===== src/rtl/hazard_stall_ctrl.sv =====
// hazard_stall_ctrl: interlock for load-use and mult/div hazards; tracks one in-flight mult/div op
//   clock, reset(active-low async)  : clocking
//   F_D_RS1/RS2/useRS2/RD/isMD      : decode-stage instruction fields
//   D_X_RD, D_X_ldMem               : execute-stage destination and load flag
//   md_ready, flush                 : mult/div done pulse, taken-branch kill
//   stall, bubble                   : hold PC+F/D, force nop into D/X
//   md_start/busy/rd/wb_en/err      : mult/div issue and tracking status
module hazard_stall_ctrl #(
  parameter int REG_W      = 5,
  parameter int MD_TIMEOUT = 40,
  parameter int CNT_W      = 6
) (
  input  logic             clock,
  input  logic             reset,
  input  logic [REG_W-1:0] F_D_RS1,
  input  logic [REG_W-1:0] F_D_RS2,
  input  logic             F_D_useRS2,
  input  logic [REG_W-1:0] F_D_RD,
  input  logic             F_D_isMD,
  input  logic [REG_W-1:0] D_X_RD,
  input  logic             D_X_ldMem,
  input  logic             md_ready,
  input  logic             flush,
  output logic             stall,
  output logic             bubble,
  output logic             md_start,
  output logic             md_busy,
  output logic [REG_W-1:0] md_rd,
  output logic             md_wb_en,
  output logic             md_err
);
  typedef enum logic [1:0] {IDLE, MD_BUSY, MD_WB} state_t;
  state_t state;
  logic [CNT_W-1:0] cnt;
  logic loadUse, mdHazard, dxMatch, mdMatch;
  // register 0 is hardwired and never creates a dependency
  assign dxMatch = (D_X_RD != '0) & ((D_X_RD == F_D_RS1) | (F_D_useRS2 & (D_X_RD == F_D_RS2)));
  assign mdMatch = (md_rd != '0) & ((md_rd == F_D_RS1) | (F_D_useRS2 & (md_rd == F_D_RS2)));
  assign loadUse = D_X_ldMem & dxMatch;
  // RAW on the pending result, structural on a second mult/div, WAW on md_rd
  assign mdHazard = (state != IDLE) & (mdMatch | F_D_isMD | ((F_D_RD != '0) & (F_D_RD == md_rd)));
  // gating with reset keeps the combinational outputs at 0 while reset is held
  assign stall    = reset & ~flush & (loadUse | mdHazard);
  assign bubble   = reset & (stall | flush);
  assign md_busy  = state != IDLE;
  assign md_wb_en = state == MD_WB;
  always_ff @(posedge clock or negedge reset) begin
    if (!reset) begin
      state    <= IDLE;
      cnt      <= '0;
      md_rd    <= '0;
      md_start <= 1'b0;
      md_err   <= 1'b0;
    end else begin
      md_start <= 1'b0;
      case (state)
        IDLE: if (F_D_isMD & ~stall & ~flush) begin
          state    <= MD_BUSY;
          md_rd    <= F_D_RD;
          md_start <= 1'b1;
          cnt      <= '0;
        end
        MD_BUSY: begin
          cnt <= cnt + 1'b1;
          // a result arriving on the last allowed cycle still counts
          if (md_ready) state <= MD_WB;
          else if (cnt == CNT_W'(MD_TIMEOUT - 1)) begin
            md_err <= 1'b1;
            state  <= IDLE;
            md_rd  <= '0;
          end
        end
        MD_WB: begin
          state <= IDLE;
          md_rd <= '0;
        end
        default: state <= IDLE;
      endcase
    end
  end
endmodule


===== config.mk =====
export PLATFORM = sky130hd
export DESIGN_NAME = hazard_stall_ctrl
export DESIGN_NICKNAME = d
export VERILOG_FILES = /design/src/rtl/hazard_stall_ctrl.sv
export SDC_FILE = /design/constraint.sdc
export NUM_CORES = 1
export LEC_CHECK = 0
export CORE_ASPECT_RATIO = 1.5
export CORE_MARGIN = 3
export CORE_UTILIZATION = 46
export CTS_BUF_LIST = sky130_fd_sc_hd__clkbuf_4 sky130_fd_sc_hd__clkbuf_8 sky130_fd_sc_hd__clkbuf_16
export DETAILED_ROUTE_END_ITERATION = 8
export PLACE_DENSITY = 0.81
export SLEW_MARGIN = 20
export SYNTH_ARGS = -nofsm -noshare
export SYNTH_HDL_FRONTEND = slang
export SYNTH_SLANG_ARGS = --single-unit

===== constraint.sdc =====
create_clock -name clock -period 2.35 [get_ports clock]
set_input_delay 0.235 -clock clock [delete_from_list [all_inputs] [get_ports clock]]
set_output_delay 0.235 -clock clock [all_outputs]
set_load 0.03 [all_outputs]

==> results.sh <==
export IMPL_syn_nets=166
export IMPL_outcome="completed"
export IMPL_wl_um=3140
export IMPL_fin_nets=212
export IMPL_numCtsBuffers=3
export IMPL_firstDrtPassIters=4
export IMPL_grt_antenna_before_repair=0
export IMPL_setup_ws_ns=0.110
export IMPL_relSlewSlack_pct=74.8
export IMPL_die_h_um=68.1
export IMPL_grt_use_total_pct=21.8
export IMPL_rsz0062_at_grt="false"
export IMPL_crit_family="compound AO/OA/AOI/OAI gates"
export IMPL_p_per_area_nw_per_um2=934
export IMPL_post_place_ws_ns=-0.165
export IMPL_crit_required_ns=2.12
export IMPL_synth_area_sq_um=1180
export IMPL_cp_max_fo=6
export IMPL_worst_slew_pin_transition_ns=0.375
export IMPL_rows=21
export IMPL_setup_viol=0
export IMPL_drcViolationCount=0
export IMPL_ys_flop_type="dfrtp_1"
export IMPL_async_flop_share_pct=100
export IMPL_dieArea_sq_um=3230
export IMPL_place_gp_congestion=0.820
export IMPL_timing_fmax_mhz=446
export IMPL_hold_viol=0
export IMPL_leakage_nw=0.700
export IMPL_finalCritPeriodShare_pct=95.3
export IMPL_slowest_delay_ns=0.48
export IMPL_port_buffers=37
export IMPL_skew_ns=0.00551
export IMPL_hpwl_um=2540
export IMPL_drive_gt1_share_pct=13.4
export IMPL_path_class="reg -> out"
export IMPL_grt_max_degree=18
export IMPL_drv_cap=0
export IMPL_worstSetupEndpointType="primary output"
export IMPL_design_area_sq_um=1650
export IMPL_seq_area_frac_synth_pct=31.7
export IMPL_final_max_slew_viol_count=0
export IMPL_cp_start_kind="register"
export IMPL_nFillCells=201
export IMPL_synth_distinct_cells=36
export IMPL_avgViaCountPerCell=5.78
export IMPL_post_cts_buffers=0
export IMPL_clock_root_buffer="clkbuf_4"
export IMPL_clk_pin_slew_worst_paths_ns=0.09
export IMPL_vias=1167
export IMPL_hold_buffers=0
export IMPL_wl_per_cell_um=15.6
export IMPL_grt_pass1_wl_um=5090
export IMPL_placed_area_sq_um=1610
export IMPL_grt_ovfl_total=0
export IMPL_numClockSinks=15
export IMPL_cpMostUsedCell="a21oi_1"
export IMPL_syn_inst=134
export IMPL_antenna_violating_nets_post_route=0
export IMPL_register_area_sq_um=377
export IMPL_initial_core_util_pct=50.6
export IMPL_hp_class="in -> async"
export IMPL_coreArea_sq_um=2340
export IMPL_drt_iter0_drc=62
export IMPL_clk_latency_ns=0.28
export IMPL_grt_pass1_vias=1210
export IMPL_synth_edff_count=0
export IMPL_ir_worst_vdd_uv=721
export IMPL_diodes=0
export IMPL_crit_arrival_ns=2.00
export IMPL_multiInputGateArea_sq_um=754
export IMPL_yosysWarnings=0
export IMPL_period_needed_ns=2.24
export IMPL_cts_buffer_depth=2
export IMPL_path_buf_inv=1
export IMPL_io_pin_count=38
export IMPL_postSynthAreaPerCell_sq_um=8.83
export IMPL_path_cells="nor4_2, nor3_1, a21o_1, a21oi_1, a21oi_1, a31o_2, buf_4"
export IMPL_area_growth_pct=39.3
export IMPL_synth_seq_cells=15
export IMPL_crit_path_top_delay_cell="dfrtp_1"
export IMPL_ctsHtreeMaxLevel=1
export IMPL_cts_tree="yes"
export IMPL_die_w_um=47.4
[registers in the layout, indices dropped and copies added (netlist names)]
signal    count
cnt           6
md_rd         5
state         2
md_err        1
md_start      1
[cells in the mapped netlist, types with 2 or more instances]
| master | n | area [sq um] |
|---|---|---|
| o22ai_1 | 4 | 25.0 |
| inv_1 | 11 | 41.3 |
| a21oi_1 | 3 | 15.0 |
| nor4_1 | 3 | 18.8 |
| nor2_1 | 9 | 33.8 |
| or3_1 | 3 | 18.8 |
| ha_1 | 5 | 62.6 |
| xor2_1 | 10 | 87.6 |
| clkbuf_1 | 2 | 7.51 |
| dfrtp_1 | 15 | 375 |
| nor2b_1 | 5 | 31.3 |
| nor3_1 | 4 | 20.0 |
| nand2_1 | 10 | 37.5 |
| xnor2_1 | 14 | 123 |
| nand3_1 | 9 | 45.0 |
| mux2_2 | 5 | 56.3 |
| o221ai_1 | 2 | 17.5 |
| nand4_1 | 2 | 12.5 |
[placed cells by master, fill, tap and decap left out, types with 2 or more instances in the layout]
master            n
clkdlybuf4s50_1  35
xnor2_1          14
dfrtp_1          14
inv_1            11
xor2_1           10
nand2_1          10
nand3_1           9
nor2_1            9
buf_4             9
nor2b_1           5
mux2_2            5
ha_1              5
nor3_1            4
o22ai_1           4
clkbuf_4          4
a21oi_1           3
or3_1             3
nor4_1            2
nand4_1           2
o221ai_1          2
[per-stage QoR]
step	hold WS, ns	std cells	TNS (ns)	power [mW]	util (%)
final	0.344	202	0	1.54	70.5
after global routing	0.375	202	0	1.66	70.5
after CTS	0.353	202	0	1.54	70.2
after detailed placement	0.459	198	-0.909	1.38	68.9
after global placement	0.463	198	-0.698	1.35	68.9
after floorplan	-0.0606	134	0	1.06	-
[timing repair]
item,4_1_cts,5_1_grt
gates resized for setup,0,2
endpoints found under the setup margin,0,1
endpoints found under the hold margin,0,0
[power breakdown]
group | total [mW] | internal, mW | switching [mW]
Combinational | 0.920 | 0.438 | 0.482
Sequential | 0.464 | 0.341 | 0.122
Clock | 0.157 | 0.0774 | 0.0796
Total | 1.54 | 0.857 | 0.684
[worst reg2reg max path, stage by stage (launching register included)]
cell and delay, ns:
dfrtp_1 0.42, inv_1 0.12, ha_1 0.28, inv_1 0.10, a21o_2 0.20, a21bo_1 0.23
buf_4 0.19, nor2_1 0.06, buf_4 0.15, o221ai_1 0.18
[worst paths after layout]
check                                 to      from  cells after the start  slack (ns)
worst min-delay path            md_rd[0]     reset                      2        0.34
worst max register to register    cnt[4]  state[0]                      9        0.32
min in group clock                md_err    md_err                      2        0.49
worst max-delay path               stall  md_rd[1]                      7        0.11
max in group asynchronous       md_rd[0]     reset                      2        1.81
worst min register to register    md_err    md_err                      2        0.49
[routing by layer]
layer | global-route usage [%] | wire (um) | up-vias | share of wire [%]
met5 | 0 | 0 | - | 0
met4 | 6.57 | 42 | 0 | 1.3
met3 | 3.68 | 261 | 6 | 8.3
met2 | 41.9 | 1690 | 53 | 54
met1 | 22.5 | 1150 | 552 | 37
li1 | - | - | 556 | -
[layout make-up]
cell class | instances | area share (%)
Timing Repair Buffer | 44 | 25.3
Tap cell | 23 | 1.75
Clock buffer | 4 | 1.82
Sequential cell | 15 | 22.8
Inverter | 11 | 2.50
Multi-Input combinational cell | 105 | 45.8
[kinds of logic (layout without fill, tap and decap cells)]
logic type      after synthesis  in the layout  synth area share (%)
mux                           6              6                  5.60
compound gates               21             21                  13.0
simple gates                 49             49                  21.6
flops                        15             15                  31.7
fa+ha+maj                     5              5                  5.29
xor+xnor                     24             24                  17.8
buf+inv                      14             59                  5.07
(Power assumes the default switching activity.)
